`config.mk`:
```
export PLATFORM = sky130hd
export DESIGN_NAME = jt10_adpcm_rom_arb
export DESIGN_NICKNAME = d
export VERILOG_FILES = /design/src/rtl/jt10_adpcm_arb_pkg.sv /design/src/rtl/jt10_adpcm_rom_slot.sv /design/src/rtl/jt10_adpcm_rom_arb.sv
export SDC_FILE = /design/constraint.sdc
export NUM_CORES = 1
export LEC_CHECK = 0
export CAP_MARGIN = 20
export CORE_MARGIN = 5
export CORE_UTILIZATION = 35
export DETAILED_ROUTE_END_ITERATION = 7
export GPL_ROUTABILITY_DRIVEN = 0
export PLACE_DENSITY = 0.64
export SYNTH_ARGS = -nofsm -noshare
export SYNTH_HDL_FRONTEND = slang
export SYNTH_SLANG_ARGS = --single-unit
export TNS_END_PERCENT = 50
```
`constraint.sdc`:
```
create_clock -name clk -period 2.1 [get_ports clk]
set_input_delay 0.315 -clock clk [delete_from_list [all_inputs] [get_ports clk]]
set_output_delay 0.315 -clock clk [all_outputs]
set_load 0.02 [all_outputs]
```
`src/rtl/jt10_adpcm_arb_pkg.sv`:
```
// Shared definitions for the ADPCM sample-ROM arbiter: FSM encoding and requester ids.
package jt10_adpcm_arb_pkg;

    typedef enum logic [1:0] {
        StIdle  = 2'd0,
        StWaitA = 2'd1,
        StWaitB = 2'd2
    } arb_state_e;

    localparam logic REQ_A = 1'b0;
    localparam logic REQ_B = 1'b1;

endpackage

```
`src/rtl/jt10_adpcm_rom_slot.sv`:
```
// One-entry read cache for a single ADPCM requester: tag/data/valid plus hit and miss flags.
module jt10_adpcm_rom_slot #(
    parameter int unsigned AW = 24,
    parameter int unsigned DW = 8
) (
    input  logic          clk,
    input  logic          rst_n,
    input  logic [AW-1:0] addr_i,
    input  logic          roe_n_i,
    input  logic          fill_en_i,
    input  logic [AW-1:0] fill_addr_i,
    input  logic [DW-1:0] fill_data_i,
    output logic [DW-1:0] data_o,
    output logic          hit_o,
    output logic          miss_o
);

    logic          valid_q, valid_d;
    logic [AW-1:0] tag_q, tag_d;
    logic [DW-1:0] data_q, data_d;

    always_comb begin
        valid_d = valid_q;
        tag_d   = tag_q;
        data_d  = data_q;
        if (fill_en_i) begin
            valid_d = 1'b1;
            tag_d   = fill_addr_i;
            data_d  = fill_data_i;
        end
    end

    always_ff @(posedge clk or negedge rst_n) begin
        if (!rst_n) begin
            valid_q <= 1'b0;
            tag_q   <= '0;
            data_q  <= '0;
        end else begin
            valid_q <= valid_d;
            tag_q   <= tag_d;
            data_q  <= data_d;
        end
    end

    // The hit flag ignores roe_n so the driver can see cached data while idle.
    assign hit_o  = valid_q && (tag_q == addr_i);
    assign miss_o = !roe_n_i && !hit_o;
    assign data_o = data_q;

endmodule

```
`src/rtl/jt10_adpcm_rom_arb.sv`:
```
// Round-robin arbiter sharing one sample-memory port between the ADPCM-A and ADPCM-B fetch paths.
module jt10_adpcm_rom_arb
    import jt10_adpcm_arb_pkg::*;
#(
    parameter int unsigned AW = 24,
    parameter int unsigned DW = 8
) (
    input  logic          clk,
    input  logic          rst_n,
    input  logic [AW-1:0] a_addr,
    input  logic          a_roe_n,
    output logic [DW-1:0] a_data,
    output logic          a_ok,
    input  logic [AW-1:0] b_addr,
    input  logic          b_roe_n,
    output logic [DW-1:0] b_data,
    output logic          b_ok,
    output logic [AW-1:0] mem_addr,
    output logic          mem_req,
    input  logic          mem_ack,
    input  logic [DW-1:0] mem_data
);

    arb_state_e    state_q, state_d;
    logic          last_q, last_d;
    logic          mem_req_q, mem_req_d;
    logic [AW-1:0] mem_addr_q, mem_addr_d;

    logic miss_a, miss_b, hit_a, hit_b;
    logic fill_a, fill_b;

    jt10_adpcm_rom_slot #(
        .AW (AW),
        .DW (DW)
    ) u_slot_a (
        .clk         (clk),
        .rst_n       (rst_n),
        .addr_i      (a_addr),
        .roe_n_i     (a_roe_n),
        .fill_en_i   (fill_a),
        .fill_addr_i (mem_addr_q),
        .fill_data_i (mem_data),
        .data_o      (a_data),
        .hit_o       (hit_a),
        .miss_o      (miss_a)
    );

    jt10_adpcm_rom_slot #(
        .AW (AW),
        .DW (DW)
    ) u_slot_b (
        .clk         (clk),
        .rst_n       (rst_n),
        .addr_i      (b_addr),
        .roe_n_i     (b_roe_n),
        .fill_en_i   (fill_b),
        .fill_addr_i (mem_addr_q),
        .fill_data_i (mem_data),
        .data_o      (b_data),
        .hit_o       (hit_b),
        .miss_o      (miss_b)
    );

    always_comb begin
        state_d    = state_q;
        last_d     = last_q;
        mem_req_d  = mem_req_q;
        mem_addr_d = mem_addr_q;
        fill_a     = 1'b0;
        fill_b     = 1'b0;
        unique case (state_q)
            StIdle: begin
                if (miss_a || miss_b) begin
                    // On a tie, the requester not served last wins.
                    if (miss_a && miss_b) begin
                        last_d = (last_q == REQ_B) ? REQ_A : REQ_B;
                    end else begin
                        last_d = miss_a ? REQ_A : REQ_B;
                    end
                    mem_req_d  = 1'b1;
                    mem_addr_d = (last_d == REQ_A) ? a_addr : b_addr;
                    state_d    = (last_d == REQ_A) ? StWaitA : StWaitB;
                end
            end
            StWaitA: begin
                if (mem_ack) begin
                    fill_a    = 1'b1;
                    mem_req_d = 1'b0;
                    state_d   = StIdle;
                end
            end
            StWaitB: begin
                if (mem_ack) begin
                    fill_b    = 1'b1;
                    mem_req_d = 1'b0;
                    state_d   = StIdle;
                end
            end
            default: begin
                mem_req_d = 1'b0;
                state_d   = StIdle;
            end
        endcase
    end

    always_ff @(posedge clk or negedge rst_n) begin
        if (!rst_n) begin
            state_q    <= StIdle;
            last_q     <= REQ_B;
            mem_req_q  <= 1'b0;
            mem_addr_q <= '0;
        end else begin
            state_q    <= state_d;
            last_q     <= last_d;
            mem_req_q  <= mem_req_d;
            mem_addr_q <= mem_addr_d;
        end
    end

    assign a_ok     = hit_a;
    assign b_ok     = hit_b;
    assign mem_req  = mem_req_q;
    assign mem_addr = mem_addr_q;

endmodule

```
## After elaboration in Yosys (flattened, before gate mapping)

Cells that the tools add are included.

| operators by class | value |
|---|---|
| equality and inequality tests | 6 |
| muxes and demuxes | 16 |
| reduce and logical (&&, ||, !) cells | 14 |

Operators with widths:

| operator | number |
|---|---|
| $eq 24x24->1 | 2 |
| $mux 24 | 1 |
| $mux 1 | 10 |
| $mux 2 | 3 |
| $logic_and 1x1->1 | 5 |
| $logic_not 1->1 | 4 |
| $pmux 2 s2 | 1 |
| $reduce_and 2->1 | 2 |
| $eq 2x1->1 const B | 1 |
| $eq 2x2->1 const B | 1 |
| $logic_not 2->1 | 1 |
| $ne 2x1->1 const B | 1 |
| $ne 2x2->1 const B | 1 |
| $pmux 1 s2 | 1 |
| $reduce_or 2->1 | 1 |
| $logic_or 1x1->1 | 1 |

| storage, ports and cells | value |
|---|---|
| register bits after elaboration | 94 |
| input bits | 61 |
| output and inout bits | 43 |
| word-level logic and storage cells | 46 |

## Depth between registers and ports, before layout

| depth | value |
|---|---|
| depth after elaboration | 11 |
| depth in mapped cells | 8 |
| gate-level depth less buffers | 6 |

## Modules after synthesis

From an unflattened synthesis, not the netlist that was laid out.

| second synthesis, totals | value |
|---|---|
| cell total of the unflattened synthesis | 372 |
| area total of the unflattened synthesis | 4431.8 um^2 |

By module, submodules not included:

| module | times used | cells each | area an instance (um^2) | sequential area each (um^2) |
|---|---|---|---|---|
| jt10_adpcm_rom_slot | 2 | 105 | 1486.4 | 825.8 |
| jt10_adpcm_rom_arb | 1 | 162 | 1458.9 | 701.9 |

## Worst setup path before layout

Ideal clock, no wire load.

| path | value |
|---|---|
| kind | register to output |
| start | reg u_slot_a.tag_q[18] |
| end | out a_ok |
| data arrival time | 1.743 ns |
| required time | 1.785 ns |
| slack | 0.042 ns |
| stages on the path, launching flop included | 5 |
| path buffers | 0 |
| cells stage by stage | dfrtp_1 xnor2_1 nand2_1 or3b_2 nor4_1 |

| between the ends | value |
|---|---|
| word-level cells in the longest chain between the ends | 2 |

RTL lines:

| item | RTL line | source |
|---|---|---|
| start, declared | jt10_adpcm_rom_slot.sv:19 | `logic [AW-1:0] tag_q, tag_d;` |
| start signal, assigned | jt10_adpcm_rom_slot.sv:40 | `tag_q <= tag_d;` |
| $eq 24x24->1 | jt10_adpcm_rom_slot.sv:46 | `assign hit_o = valid_q && (tag_q == addr_i);` |
| $logic_and 1x1->1 | jt10_adpcm_rom_slot.sv:46 |  |
| end, declared | jt10_adpcm_rom_arb.sv:13 | `output logic a_ok,` |

No other way between the ends.

## Worst setup path in the final report

| path | value |
|---|---|
| start | in b_addr[5] |
| end | out b_ok |

| between the ends | value |
|---|---|
| word-level cells in the longest chain between the ends | 2 |

RTL lines:

| item | RTL line | source |
|---|---|---|
| start, declared | jt10_adpcm_rom_arb.sv:14 | `input logic [AW-1:0] b_addr,` |
| $eq 24x24->1 | jt10_adpcm_rom_slot.sv:46 |  |
| $logic_and 1x1->1 | jt10_adpcm_rom_slot.sv:46 |  |
| end, declared | jt10_adpcm_rom_arb.sv:17 | `output logic b_ok,` |

No other way between the ends.

==> impl_metrics.toml <==
[routing]
vias_per_cell = 5.37
dr_wl_met3_um = 1040
vias = 4008
wl_met2_um = 7120
antenna_left = 0
highest_layer = "met4"
drt_iter0_markers = 267
wl_per_cell_um = 20.2
routed_wl_um = 15100
wl_met1_um = 6470
first_pass_iters = 4
drc = 0

[clock_network]
root_buffer = "clkbuf_16"
cts_tree = "done"
insertion_delay_ns = 0.35
h-tree-depth = 3
path_clk_slew_ns = 0.06
cts.sinks = 94
clk_path_buf_depth = 2
cts-buffers-inserted = 9

[hold_path]
hold_path.class = "primary input to flip-flop"
hold_path_depth = 3

[flow_run]
maxCapViolations = 0

[yosys]
yosysTopAreaCell = "dfrtp_1"
netlist_area_sq_mm = 0.00460
yosysUniqueCellTypes = 38
ys_seq_elements = 94
synth_edf_count = 0
synth-warning-count = 0
synth_ff_type = "dfrtp_1"
async_reset_ff_frac = 1.00
synth.area.top_cells = "dfrtp_1, mux2_2, xnor2_1"
yosysMostFrequentCell = "dfrtp_1"
syn-instance-count = 397
synth_commonest_cells = "dfrtp_1, mux2_2, xnor2_1"
syn_nets = 461
synth_seq_area_share = 0.511
yosys.area.top_type_share = 0.506
syn_avg_cell_area_sq_um = 11.6

[critical_path]
setup.worst_path.class = "primary input to output port"
start_kind = "primary input"
rr_worst_depth = 12
crit_slowest_cell = "or4_4"
critPathCaptureType = "output port"
crit_fanout = 2
path_cells = "clkdlybuf4s50_1, xnor2_2, nand4_1, or4_4, nor2_4, buf_6"
cp.required_ns = 1.78
max_stage_delay_ns = 0.55
arrival_ns = 2.05

[power_and_ir_drop]
leakagePower_nw = 2.99
cellPowerDensity_mw_per_mm2 = 1470
vdd_drop_max_v = 0.000868

[status]
violations = "setup timing"
status = "complete, but fails checks"

[timing]
rsz0062_at_grt = "yes"
setup_slack_ns = -0.267
tightest_slew_ns = 0.442
skew_ns = 0.00875
slew_viol_final = 0
fmax_mhz = 423
tns_ns = -4.77
fin_crit_ns = 2.37
setup_viol = 30
final_hold_viol_count = 0
min_period_over_period = 1.13
slew_headroom = 0.704

[final_layout]
fill_cells = 1069
drive_gt1_frac = 0.393
finalNetCount = 634
syn_to_final_growth_pct = 54.2
diodes = 0
fin_util = 0.556

[floorplan]
ioPinCount = 104
die-area_sq_mm = 0.0155
die_h_um = 125
die_width_um = 125
core_sq_mm = 0.0128
start_util = 0.360
rows = 41

[global_route]
grt_overflow = 0
grt_pass1_vias = 4308
antenna_found_initial = 0
grt_pass1_wl_um = 23800
grt_usage = 0.193
grt_max_degree = 41

[placement]
io_buffer_count = 103
hpwl_um = 10500
## placed cells by master (no fill, tap or decap), types with 11 or more instances in the layout
| master | instances |
|---|---|
| a31oi_1 | 23 |
| buf_4 | 70 |
| clkdlybuf4s50_1 | 83 |
| dfrtp_1 | 93 |
| mux2_2 | 64 |
| nand2_1 | 11 |
| nand3_2 | 17 |
| nor3_1 | 25 |
| o21ai_1 | 14 |
| xnor2_2 | 20 |
| xor2_1 | 16 |
## worst max-delay path: cells and delay by family
kind          cells  cell delay (ns)
simple gates      3             0.86
xor+xnor          1             0.25
buf+inv           2             0.61
## where the power goes
part | switching [mW] | leakage [nW] | internal [mW] | total, mW
sequential | 0.777 | 1.08 | 2.74 | 3.52
combinational | 2.52 | 1.77 | 2.89 | 5.41
clock | 0.687 | 0.132 | 0.830 | 1.52
## kinds of logic (layout without fill, tap and decap cells)
group                    Yosys count  count (layout)  share of synthesized area
buffers and inverters             24             202                     0.0280
flip-flops                        94              94                      0.511
multiplexers                      65              65                      0.159
AO/OA/AOI/OAI                     60              60                     0.0788
AND/OR/NAND/NOR                  103             103                      0.123
XOR/XNOR                          48              48                     0.0914
adder cells (fa/ha/maj)            3               3                    0.00816
## sequential cells by signal, summed over array words and instances (netlist names), 2 cells and up
register,flops
u_slot_a.data_o,8
mem_addr,24
u_slot_a.tag_q,24
state_q,2
u_slot_b.tag_q,24
u_slot_b.data_o,8
## per-layer routing
layer  GRT usage  up-vias
met3      0.0708       37
li1            -     1798
met4      0.0793        0
met1       0.242     2013
met2       0.301      160
met5           0        -
## per-stage QoR
stage          cell area, sq um  std cells  hold slack (ns)  setup slack [ns]  total power [mW]
2_1_floorplan              4600        397           0.0194            0.0417              5.86
3_3_place_gp               6230        711            0.249            -0.905              8.06
3_5_place_dp               6230        711            0.253            -0.914              8.19
4_1_cts                    6890        740            0.419            -0.226              10.2
5_1_grt                    7100        747            0.329            -0.312              11.0
6_report                   7100        747            0.319            -0.267              10.4
## final timing paths
| path | start | to | slack (ns) |
|---|---|---|---|
| worst max register to register | u_slot_b.tag_q[23] | state_q[0] | -0.18 |
| worst min register to register | u_slot_a.valid_q | u_slot_a.valid_q | 0.49 |
| worst min-delay path | a_addr[19] | mem_addr[19] | 0.32 |
| min in group asynchronous | rst_n | u_slot_a.tag_q[12] | 0.44 |
| worst max-delay path | b_addr[5] | b_ok | -0.27 |
| max in group asynchronous | rst_n | last_q | 1.07 |
## layout make-up
cell class              count  area, sq um  area share
multi-input cells         279         2520       0.355
clock buffers              12          246      0.0347
well taps                 172          215      0.0303
repair buffers            183         1730       0.244
clock inverters             4         22.5     0.00317
inverters                   3         11.3     0.00159
flip-flops and latches     94         2350       0.332
## repair_timing
item,4_1_cts,5_1_grt
hold buffers,1,0
cloned,3,0
endpoints found under the setup margin,29,30
endpoints found under the hold margin,23,0
pin swaps,43,19
gates resized for setup,75,46
buffers inserted,10,7
(Power assumes the default switching activity.)
